File: src/rtl/mips_core_pkg.sv
// ---------------------------------------------------------------------------
// mips_core_pkg
// Shared core types. MipsLogic names the 64 physical register tags p0..p63.
// The free list adds the register-count localparams and the FreeListPtr
// pointer type (bit 5 = wrap, bits 4:0 = index).
// ---------------------------------------------------------------------------
package mips_core_pkg;

    typedef enum logic [5:0] {
        p0,  p1,  p2,  p3,  p4,  p5,  p6,  p7,
        p8,  p9,  p10, p11, p12, p13, p14, p15,
        p16, p17, p18, p19, p20, p21, p22, p23,
        p24, p25, p26, p27, p28, p29, p30, p31,
        p32, p33, p34, p35, p36, p37, p38, p39,
        p40, p41, p42, p43, p44, p45, p46, p47,
        p48, p49, p50, p51, p52, p53, p54, p55,
        p56, p57, p58, p59, p60, p61, p62, p63
    } MipsLogic;

    localparam int PHYS_REG_COUNT = 64;
    localparam int ARCH_REG_COUNT = 32;

    typedef logic [5:0] FreeListPtr;

endpackage

File: src/rtl/phys_reg_free_list_if.sv
// ---------------------------------------------------------------------------
// phys_reg_free_list_if
// Bundles the rename/commit side of the physical register free list.
//   master : rename + commit (drives alloc_req, release_*, ckpt_*)
//   slave  : the free list    (drives alloc_valid, alloc_preg, free_count,
//                              overflow)
// ---------------------------------------------------------------------------
import mips_core_pkg::*;

interface phys_reg_free_list_if;
    logic       alloc_req;
    logic       alloc_valid;
    MipsLogic   alloc_preg;
    logic       release_valid;
    MipsLogic   release_preg;
    logic       ckpt_save;
    logic       ckpt_restore;
    logic [5:0] free_count;
    logic       overflow;

    modport master (
        output alloc_req, release_valid, release_preg, ckpt_save, ckpt_restore,
        input  alloc_valid, alloc_preg, free_count, overflow
    );

    modport slave (
        input  alloc_req, release_valid, release_preg, ckpt_save, ckpt_restore,
        output alloc_valid, alloc_preg, free_count, overflow
    );
endinterface

File: src/rtl/free_list_ram.sv
// ---------------------------------------------------------------------------
// free_list_ram
// DEPTH x MipsLogic storage for the free list. One asynchronous read port
// (head), one synchronous write port (tail). Reset loads entry[i] = p(BASE+i).
// Ports:
//   clk, rst_n          clock, asynchronous active-low reset
//   wr_en/wr_idx/wr_data  synchronous write
//   rd_idx/rd_data        combinational read
// ---------------------------------------------------------------------------
import mips_core_pkg::*;

module free_list_ram #(
    parameter int DEPTH = 32,
    parameter int BASE  = 32,
    localparam int IDX_W = $clog2(DEPTH)
) (
    input  logic             clk,
    input  logic             rst_n,
    input  logic             wr_en,
    input  logic [IDX_W-1:0] wr_idx,
    input  MipsLogic         wr_data,
    input  logic [IDX_W-1:0] rd_idx,
    output MipsLogic         rd_data
);

    MipsLogic entries [DEPTH];

    always_ff @(posedge clk or negedge rst_n) begin
        if (!rst_n) begin
            for (int i = 0; i < DEPTH; i++) begin
                entries[i] <= MipsLogic'(6'(BASE + i));
            end
        end else if (wr_en) begin
            entries[wr_idx] <= wr_data;
        end
    end

    assign rd_data = entries[rd_idx];

endmodule

File: src/rtl/phys_reg_free_list.sv
// ---------------------------------------------------------------------------
// phys_reg_free_list
// Circular FIFO of free physical register tags for the rename stage.
// Rename pops the head tag (valid combinationally in the request cycle);
// commit pushes retired tags at the tail. Allocation order is strict FIFO.
// Ports:
//   clk, rst_n   clock, asynchronous active-low reset
//   fl (slave)   alloc_req/alloc_valid/alloc_preg, release_valid/release_preg,
//                ckpt_save/ckpt_restore, free_count, overflow
// Configuration:
//   FREE_LIST_CHECKPOINT_EN  builds the head snapshot register and the
//                            restore path; otherwise ckpt_* are ignored.
// ---------------------------------------------------------------------------
import mips_core_pkg::*;

module phys_reg_free_list #(
    parameter int PHYS_REGS = PHYS_REG_COUNT,
    parameter int ARCH_REGS = ARCH_REG_COUNT,
    parameter int DEPTH     = PHYS_REGS - ARCH_REGS,
    localparam int IDX_W    = $clog2(DEPTH)
) (
    input logic                 clk,
    input logic                 rst_n,
    phys_reg_free_list_if.slave fl
);

    if (PHYS_REGS != 2 ** $bits(MipsLogic) || DEPTH != 2 ** IDX_W ||
        IDX_W + 1 != $bits(FreeListPtr)) begin : g_bad_cfg
        $error("phys_reg_free_list: inconsistent PHYS_REGS/ARCH_REGS/DEPTH");
    end

    FreeListPtr head_q;
    FreeListPtr tail_q;
    FreeListPtr head_post_pop;
    FreeListPtr head_d;
    FreeListPtr count;
    logic       overflow_q;
    logic       empty;
    logic       full;
    logic       restore;
    logic       pop;
    logic       push;
    logic       release_bad;

    // Empty/full come from registered pointers only, so a tag pushed this
    // cycle can never be popped in the same cycle (no bypass).
    assign count = tail_q - head_q;
    assign empty = (head_q == tail_q);
    assign full  = (count == FreeListPtr'(DEPTH));

`ifdef FREE_LIST_CHECKPOINT_EN
    FreeListPtr snap_q;
    assign restore = fl.ckpt_restore;
`else
    logic unused_ckpt;
    assign unused_ckpt = fl.ckpt_save ^ fl.ckpt_restore;
    assign restore     = 1'b0;
`endif

    assign pop         = fl.alloc_req && !empty && !restore;
    assign push        = fl.release_valid && (fl.release_preg != p0) && !full;
    assign release_bad = fl.release_valid && ((fl.release_preg == p0) || full);

    assign head_post_pop = head_q + FreeListPtr'(pop);

`ifdef FREE_LIST_CHECKPOINT_EN
    assign head_d = restore ? snap_q : head_post_pop;
`else
    assign head_d = head_post_pop;
`endif

    always_ff @(posedge clk or negedge rst_n) begin
        if (!rst_n) begin
            head_q     <= '0;
            tail_q     <= FreeListPtr'(DEPTH);
            overflow_q <= 1'b0;
        end else begin
            head_q     <= head_d;
            tail_q     <= tail_q + FreeListPtr'(push);
            overflow_q <= overflow_q | release_bad;
        end
    end

`ifdef FREE_LIST_CHECKPOINT_EN
    // Snapshot captures the post-pop head; a simultaneous restore wins and
    // leaves the snapshot untouched.
    always_ff @(posedge clk or negedge rst_n) begin
        if (!rst_n) begin
            snap_q <= '0;
        end else if (fl.ckpt_save && !fl.ckpt_restore) begin
            snap_q <= head_post_pop;
        end
    end
`endif

    free_list_ram #(
        .DEPTH (DEPTH),
        .BASE  (ARCH_REGS)
    ) u_ram (
        .clk     (clk),
        .rst_n   (rst_n),
        .wr_en   (push),
        .wr_idx  (tail_q[IDX_W-1:0]),
        .wr_data (fl.release_preg),
        .rd_idx  (head_q[IDX_W-1:0]),
        .rd_data (fl.alloc_preg)
    );

    assign fl.alloc_valid = !empty;
    assign fl.free_count  = count;
    assign fl.overflow    = overflow_q;

endmodule

File: src/flat_wrapper.sv
// flat-port wrapper written by rule: the top's interface ports become plain ports
module phys_reg_free_list_flat 
#(
    parameter int PHYS_REGS = PHYS_REG_COUNT,
    parameter int ARCH_REGS = ARCH_REG_COUNT,
    parameter int DEPTH     = PHYS_REGS - ARCH_REGS,
    localparam int IDX_W    = $clog2(DEPTH)
)
  (clk, rst_n, fl_alloc_req, fl_release_valid, fl_release_preg, fl_ckpt_save, fl_ckpt_restore, fl_alloc_valid, fl_alloc_preg, fl_free_count, fl_overflow);
  phys_reg_free_list_if fl_i ();
  input logic clk;
  input logic rst_n;
  input wire logic [$bits(fl_i.alloc_req)-1:0] fl_alloc_req;
  input wire logic [$bits(fl_i.release_valid)-1:0] fl_release_valid;
  input wire logic [$bits(fl_i.release_preg)-1:0] fl_release_preg;
  input wire logic [$bits(fl_i.ckpt_save)-1:0] fl_ckpt_save;
  input wire logic [$bits(fl_i.ckpt_restore)-1:0] fl_ckpt_restore;
  output wire logic [$bits(fl_i.alloc_valid)-1:0] fl_alloc_valid;
  output wire logic [$bits(fl_i.alloc_preg)-1:0] fl_alloc_preg;
  output wire logic [$bits(fl_i.free_count)-1:0] fl_free_count;
  output wire logic [$bits(fl_i.overflow)-1:0] fl_overflow;
  assign fl_i.alloc_req = fl_alloc_req;
  assign fl_i.release_valid = fl_release_valid;
  assign fl_i.release_preg = fl_release_preg;
  assign fl_i.ckpt_save = fl_ckpt_save;
  assign fl_i.ckpt_restore = fl_ckpt_restore;
  assign fl_alloc_valid = fl_i.alloc_valid;
  assign fl_alloc_preg = fl_i.alloc_preg;
  assign fl_free_count = fl_i.free_count;
  assign fl_overflow = fl_i.overflow;
  phys_reg_free_list #(.PHYS_REGS(PHYS_REGS), .ARCH_REGS(ARCH_REGS), .DEPTH(DEPTH)) u_core (.clk(clk), .rst_n(rst_n), .fl(fl_i));
endmodule
File: config.mk
export PLATFORM = sky130hd
export DESIGN_NAME = phys_reg_free_list_flat
export DESIGN_NICKNAME = d
export VERILOG_FILES = /design/src/rtl/mips_core_pkg.sv /design/src/rtl/phys_reg_free_list_if.sv /design/src/rtl/free_list_ram.sv /design/src/rtl/phys_reg_free_list.sv /design/src/flat_wrapper.sv
export SDC_FILE = /design/constraint.sdc
export NUM_CORES = 1
export LEC_CHECK = 0
export ABC_AREA = 1
export CORE_MARGIN = 3
export CORE_UTILIZATION = 25
export CTS_CLUSTER_DIAMETER = 120
export DETAILED_ROUTE_END_ITERATION = 10
export HOLD_SLACK_MARGIN = 0.1
export PLACE_DENSITY_LB_ADDON = 0.15
export SYNTH_ARGS = -nofsm -noshare
export SYNTH_HDL_FRONTEND = slang
export SYNTH_SLANG_ARGS = --single-unit
File: constraint.sdc
create_clock -name clk -period 3 [get_ports clk]
set_input_delay 0.3 -clock clk [delete_from_list [all_inputs] [get_ports clk]]
set_output_delay 0.3 -clock clk [all_outputs]
set_load 0.05 [all_outputs]
# Word level (Yosys, flattened, before mapping)
# Index checks and enable logic that the tools add are counted.
[word_totals]
ff_bits = 205
inputBits = 12
out_inout_bits = 14
word_cells = 62
[op_classes]
add_sub_neg = 3
order_cmp = 3
n_eq_ne = 2
mux = 6
bitwise_logic = 3
reduce_logical = 10
[ops]
columns = ["cell", "count"]
rows = [
  ["192-bit bitwise mux", 1],
  ["6-bit binary-select mux with 5-bit select", 1],
  ["6-bit demux with 5-bit select", 1],
  ["6-bit 2-to-1 mux", 3],
  ["6-bit by 1-bit adder with 6-bit output", 2],
  ["6-bit >= comparator (second input constant)", 2],
  ["5-bit inverter with 6-bit output", 2],
  ["6-bit == test", 1],
  ["6-bit == test (second input constant)", 1],
  ["6-bit logical NOT", 1],
  ["6-bit by 1-bit less-than comparator with 1-bit output (second input constant)", 1],
  ["6-bit nonzero test", 1],
  ["6-bit subtractor", 1],
  ["1-bit logical AND", 5],
  ["1-bit logical NOT", 2],
  ["1-bit logical OR", 1],
  ["1-bit bitwise OR", 1],
]

# Depth between registers and ports, before layout
[logic_depth]
word_depth = 6
depth_mapped = 15
mapped_depth_nobuf = 14

# Hierarchy
# Synthesis repeated with hierarchy kept, for this count alone.
[hier_totals]
cells_unflattened = 1245
hier_area_um2 = 9892.0
[modules_own_cells]
columns = ["mod", "n_inst", "cells_per_inst", "area_each_um2", "seq_area_each_um2"]
rows = [
  ["free_list_ram", 1, 1142, 9043.7, 4944.7],
  ["phys_reg_free_list", 1, 103, 848.3, 326.6],
]

# Least setup slack after synthesis
# Ideal clock, no wire load.
[synth_timing]
path_type = "reg-to-reg"
start = "register u_core.head_q[2]"
end = "register u_core.tail_q[4]"
setup_ns = 0.079
arrival_ns = 2.733
required_time_ns = 2.921
slack_ns = 0.188
path_stages_with_launch = 16
path_buffers = 2
synth_period_minus_slack_ns = 2.812
path_cell_list = "dfrtp_1 clkbuf_1 inv_1 clkbuf_1 ha_1 inv_2 nand2_1 nand2_1 nor2_1 nand3_1 nor2_2 a21oi_1 ha_1 ha_1 nand3_1 xor2_1"
[synth_between]
elab_chain_len = 5
[synth_rtl]
columns = ["element", "line", "text"]
rows = [
  ["start, declared", "phys_reg_free_list.sv:32", "FreeListPtr head_q;"],
  ["start signal, assigned", "phys_reg_free_list.sv:74", "head_q <= '0;"],
  ["start signal, assigned", "phys_reg_free_list.sv:78", "head_q <= head_d;"],
  ["6-bit subtractor", "phys_reg_free_list.sv:47", "assign count = tail_q - head_q;"],
  ["net fl_free_count[2]", "flat_wrapper.sv:20", "output wire logic [$bits(fl_i.free_count)-1:0] fl_free_count;"],
  ["6-bit == test", "phys_reg_free_list.sv:49", "assign full = (count == FreeListPtr'(DEPTH));"],
  ["1-bit logical NOT", "phys_reg_free_list.sv:61", "assign push = fl.release_valid && (fl.release_preg != p0) && !full;"],
  ["1-bit logical AND", "phys_reg_free_list.sv:61", ""],
  ["6-bit by 1-bit adder with 6-bit output", "phys_reg_free_list.sv:79", "tail_q <= tail_q + FreeListPtr'(push);"],
  ["end signal, assigned", "phys_reg_free_list.sv:75", "tail_q <= FreeListPtr'(DEPTH);"],
  ["end signal, assigned", "phys_reg_free_list.sv:79", ""],
  ["end, declared", "phys_reg_free_list.sv:33", "FreeListPtr tail_q;"],
]
# The timed path passes the listed nets, and every way through them passes these cells.
# A chain may end at the register's enable or synchronous reset.

# Worst setup path in the final report
[layout_timing]
start = "register u_core.head_q[0]"
end = "output fl_alloc_preg[2]"
[layout_between]
elab_chain_len = 4
[layout_rtl]
columns = ["element", "line", "text"]
rows = [
  ["5-bit inverter with 6-bit output (not written as such)", "free_list_ram.sv:38", "assign rd_data = entries[rd_idx];"],
  ["6-bit binary-select mux with 5-bit select", "free_list_ram.sv:38", ""],
  ["6-bit 2-to-1 mux (not written as such) (2 in a row)", "free_list_ram.sv:38", ""],
  ["end, declared", "flat_wrapper.sv:19", "output wire logic [$bits(fl_i.alloc_preg)-1:0] fl_alloc_preg;"],
]
# Every way passes these cells. The select of a mux whose other input is x is not followed.

==> PnR_summary.wiki <==
{| class="wikitable"
! Metric !! Value
|-
| Path category of the worst min-delay check || in2reg
|-
| Leak Pwr || 5.85 nW
|-
| Number of violations of the max-capacitance limit || 0
|-
| Synth Area in Compound Gates || 0.0591
|-
| TritonCTS clock tree || built
|-
| Number of sinks driven by the clock tree || just over 200
|-
| Slew at the pin closest to its max-slew limit || 712 ps
|-
| Most utilized layer in the global route result || met2
|-
| Core Region || ~44000 um2
|-
| Post-Syn Nets || between 1000 and 1500
|-
| YS warnings || 0
|-
| Arrival time of the worst setup path || roughly 2600 ps
|-
| Syn_area_per_cell || ~8 um2
|-
| Worst hold endpoint || u_core.fl.overflow
|-
| Fraction of final layout cells sized beyond drive strength 1 || 0.173
|-
| Number of vias per cell || roughly 5.0
|-
| Number of global-route vias before repair || a little under 10000
|-
| Number of antenna violations at the first check in global routing || 0
|-
| Top-level I/O count || 26
|-
| Total global-route track usage || 0.164
|-
| Fraction of synthesized cell area in xor and xnor cells || 0.00705
|-
| Combined area of all synthesized cells || around 11000 um2
|-
| Outcome || completed
|-
| Post-route DRC violation count || 0
|-
| Longest Clk Path Bufs || 3
|-
| Reg2reg end || u_core.u_ram.entries[138]
|-
| Startpoint type of the worst setup path || flip-flop
|-
| Final setup violation count || 0
|-
| R2R Setup Slk || ~300 ps
|-
| Worst clock skew || approximately 7.9 ps
|-
| Post-CTS Setup Bufs || 0
|-
| 1st-pass router iterations || 5
|-
| Antenna diodes || 0
|-
| Width of the chip || 218 um
|-
| Drt total wl || ~39000 um
|-
| Clock latency of the later-clocked register in the worst-skew pair || between 500 and 600 ps
|-
| Maximum number of pins on one net before global-route repair || 101
|-
| Sequential share of the synthesized area || 0.471
|-
| WS Path Type || reg2out
|-
| Worst r2r path cells || 14
|-
| Adder and majority cell fraction of the synthesized area || 0.0119
|-
| GR met3 Demand/Resource || 0.0220
|-
| 1st-iter DRT viols || between 700 and 800
|-
| Area added between synthesis and finish || 15.6%
|-
| Clk pin slew, worst setup/hold paths || about 60 ps
|-
| Global placer's final weighted congestion || approximately 0.75
|-
| Area fraction in and, or, nand and nor cells after synthesis || 0.386
|-
| Post-Place Setup Slack || about 280 ps
|-
| Remaining max-slew budget at the tightest pin || 0.524
|-
| Gate count after technology mapping || 1427
|-
| Wire length of the first global-routing pass || between 60000 and 70000 um
|-
| Buf+Inv Stages, Crit Path || 5
|-
| Data required, critical path || between 2000 and 3000 ps
|-
| Fillers || between 4000 and 5000
|-
| Synth area leaders || sky130_fd_sc_hd__dfstp_2 27%, sky130_fd_sc_hd__dfrtp_1 21%, sky130_fd_sc_hd__nand2_1 17%, sky130_fd_sc_hd__nand4_1 11%, sky130_fd_sc_hd__nor2_1 5.0%
|-
| Worst stage delay on the critical path || 450 ps
|-
| Max Freq || about 340 MHz
|-
| Cell depth of the worst min-delay path || 6
|-
| Global-route met2 utilization || 0.265
|-
| Launch point of the worst reg-to-reg path || u_core.tail_q[0]
|-
| Starting density of the core || 0.256
|-
| Largest fanout on the critical path || 45
|-
| Yosys cell types || 28
|-
| Number of CTS-inserted buffers || 27
|-
| Area share of the largest cell type after synthesis || 0.265
|-
| Leading area contributor after synthesis || sky130_fd_sc_hd__dfstp_2
|-
| Number of nets in the finished design || 1433
|-
| Final Slew Violations || 0
|-
| Peak VDD IR || approximately 650 uV
|-
| Leftover overflow at the end of global routing || 0
|-
| Top Family by Delay on Critical Path || buffers and inverters
|-
| Standard-cell rows || 76
|-
| Flip-flop and latch count after synthesis || around 200
|-
| Antenna Violating Nets Remaining || 0
|-
| Hpwl dp || 23400 um
|-
| GR met1 Demand/Resource || 0.235
|-
| Setup repair after global routing missed its margin || no
|-
| Fraction of synthesized area in multiplexers || 0
|-
| Critical Path, Cell by Cell || inv_2, buf_12, buf_6, nor2_1, o211ai_1, nand3_1, nand2_1, nand2_1, inv_1, buf_12
|-
| Routed wirelength normalized by instance count || 19.4 um
|-
| Die area || about 47000 um2
|-
| Critical path endpoint category || primary output
|-
| Number of H-tree branching levels || 1
|-
| Final setup TNS || 0 ps
|-
| Floorplan die height || 218 um
|-
| Number of input and output port buffers inserted || 23
|-
| Portion of the clock cycle consumed by the worst path in the final layout || 0.967
|-
| Power per cell area || around 1300 nW/um2
|-
| Vias after detailed routing || 9976
|-
| Max stage delay cell, worst path || sky130_fd_sc_hd__dfrtp_2
|-
| Final-report hold violation count || 0
|-
| Root buffer cell || sky130_fd_sc_hd__clkbuf_16
|-
| Clock period minus final worst setup slack || slightly below 3000 ps
|-
| Largest family of logic cells by synthesized area || simple AND/OR/NAND/NOR gates
|-
| Worst Slack Setup Final || about 98 ps
|-
| Min-Delay Startpoint || fl_release_preg[4]
|}
-- stage by stage --
stage / cell area, um2 / total power, mW / hold slack [ps] / util / cells
after floorplan: 11200 / 10.2 / 4.41 / - / 1427
after global placement: 12100 / 13.3 / 385 / 0.277 / 1966
after detailed placement: 12100 / 13.4 / 387 / 0.277 / 1966
after CTS: 12900 / 16.5 / 140 / 0.296 / 2015
after global routing: 12900 / 17.6 / 192 / 0.296 / 2015
final: 12900 / 16.3 / 152 / 0.296 / 2015
-- synth_stat cells --
master	number
sky130_fd_sc_hd__nand3_2	32
sky130_fd_sc_hd__dfrtp_1	92
sky130_fd_sc_hd__fa_1	1
sky130_fd_sc_hd__nand2_1	500
sky130_fd_sc_hd__o211ai_1	24
sky130_fd_sc_hd__buf_6	19
sky130_fd_sc_hd__buf_1	16
sky130_fd_sc_hd__nand2_4	1
sky130_fd_sc_hd__o21ai_0	72
sky130_fd_sc_hd__a21oi_1	15
sky130_fd_sc_hd__ha_1	9
sky130_fd_sc_hd__xor2_1	8
sky130_fd_sc_hd__o22ai_1	6
sky130_fd_sc_hd__nand2_2	1
sky130_fd_sc_hd__nor3_1	1
sky130_fd_sc_hd__inv_2	2
sky130_fd_sc_hd__dfstp_2	113
sky130_fd_sc_hd__nor2_1	149
sky130_fd_sc_hd__nand4_1	193
sky130_fd_sc_hd__buf_4	1
sky130_fd_sc_hd__nor2_2	1
sky130_fd_sc_hd__inv_1	27
sky130_fd_sc_hd__a21boi_0	1
sky130_fd_sc_hd__buf_2	36
sky130_fd_sc_hd__clkbuf_1	38
sky130_fd_sc_hd__clkinv_1	2
sky130_fd_sc_hd__nand3_1	66
sky130_fd_sc_hd__xnor2_1	1
-- state kept, by name (all words and copies together) (netlist names) --
name and count:
u_core.tail_q 6, u_core.u_ram.entries 192, u_core.fl.overflow 1, u_core.head_q 6
-- how the worst max path moves through the flow --
stage	startpoint	end	slack, ps	cells after the start
floorplan	u_core.head_q[2]	u_core.tail_q[4]	190	15
global placement	u_core.tail_q[0]	u_core.u_ram.entries[100]	300	14
detailed placement	u_core.tail_q[0]	u_core.u_ram.entries[100]	280	14
global route	u_core.head_q[0]	fl_alloc_preg[2]	5	10
CTS	u_core.head_q[0]	fl_alloc_preg[2]	30	10
finish	u_core.head_q[0]	fl_alloc_preg[2]	100	10
-- final cells by class --
cell class              instances  area, um2  share of cell area
repair buffers                 65        766              0.0592
well taps                     585        732              0.0566
multi-input cells            1081       5200               0.402
flip-flops and latches        205       5270               0.408
inverters                      31        121             0.00939
clock buffers                  48        835              0.0645
-- logic make-up (layout without fill, tap and decap cells) --
kind of cell | after synthesis | in the layout
and+or+nand+nor | 944 | 944
DFF | 205 | 205
buffers and inverters | 141 | 144
AOI/OAI and AO/OA | 118 | 118
adders and majority gates | 10 | 10
xor gates and xnor gates | 9 | 9
-- per-layer routing --
| layer | part of all wire | vias up | routed length, um |
|---|---|---|---|
| met5 | 0 | - | 0 |
| met4 | 0.021 | 0 | 814 |
| met3 | 0.035 | 50 | 1370 |
| met2 | 0.46 | 185 | 18100 |
| met1 | 0.48 | 4924 | 18900 |
| li1 | - | 4817 | - |
-- where the power goes --
group          switching (mW)  internal (mW)
clock network            1.24           1.85
logic                    5.37           2.71
registers               0.695           4.47
-- worst register-to-register path, stage by stage (launching register included) --
cell and delay [ps]:
sky130_fd_sc_hd__dfrtp_1 380, sky130_fd_sc_hd__inv_1 110, sky130_fd_sc_hd__ha_1 240, sky130_fd_sc_hd__fa_1 400
sky130_fd_sc_hd__inv_1 80, sky130_fd_sc_hd__nand3_1 80, sky130_fd_sc_hd__nand2_1 90, sky130_fd_sc_hd__nand2_1 40
sky130_fd_sc_hd__nand2_1 140, sky130_fd_sc_hd__nor2_2 100, sky130_fd_sc_hd__nand2_8 230, sky130_fd_sc_hd__buf_4 350
sky130_fd_sc_hd__nand3_2 190, sky130_fd_sc_hd__nand2_1 110, sky130_fd_sc_hd__nand2_1 50
-- layout by cell type (no fill, tap or decap), types with 2 or more instances in the layout --
master	count
sky130_fd_sc_hd__a21oi_1	15
sky130_fd_sc_hd__buf_12	21
sky130_fd_sc_hd__buf_2	6
sky130_fd_sc_hd__buf_4	29
sky130_fd_sc_hd__buf_6	3
sky130_fd_sc_hd__clkbuf_1	13
sky130_fd_sc_hd__clkbuf_16	27
sky130_fd_sc_hd__clkbuf_8	9
sky130_fd_sc_hd__clkdlybuf4s50_1	4
sky130_fd_sc_hd__clkinv_1	2
sky130_fd_sc_hd__dfrtp_1	90
sky130_fd_sc_hd__dfrtp_2	2
sky130_fd_sc_hd__dfstp_2	113
sky130_fd_sc_hd__ha_1	9
sky130_fd_sc_hd__inv_1	26
sky130_fd_sc_hd__inv_2	2
sky130_fd_sc_hd__nand2_1	500
sky130_fd_sc_hd__nand3_1	66
sky130_fd_sc_hd__nand3_2	32
sky130_fd_sc_hd__nand4_1	193
sky130_fd_sc_hd__nor2_1	149
sky130_fd_sc_hd__o211ai_1	24
sky130_fd_sc_hd__o21ai_0	72
sky130_fd_sc_hd__o22ai_1	6
sky130_fd_sc_hd__xor2_1	8
-- what timing repair did --
item / 4_1_cts / 5_1_grt
hold buffers: 1 / 0
setup endpoints to repair: 0 / 6
gates resized for setup: 0 / 3
hold endpoints to repair: 30 / 0
(Power assumes the default switching activity.)
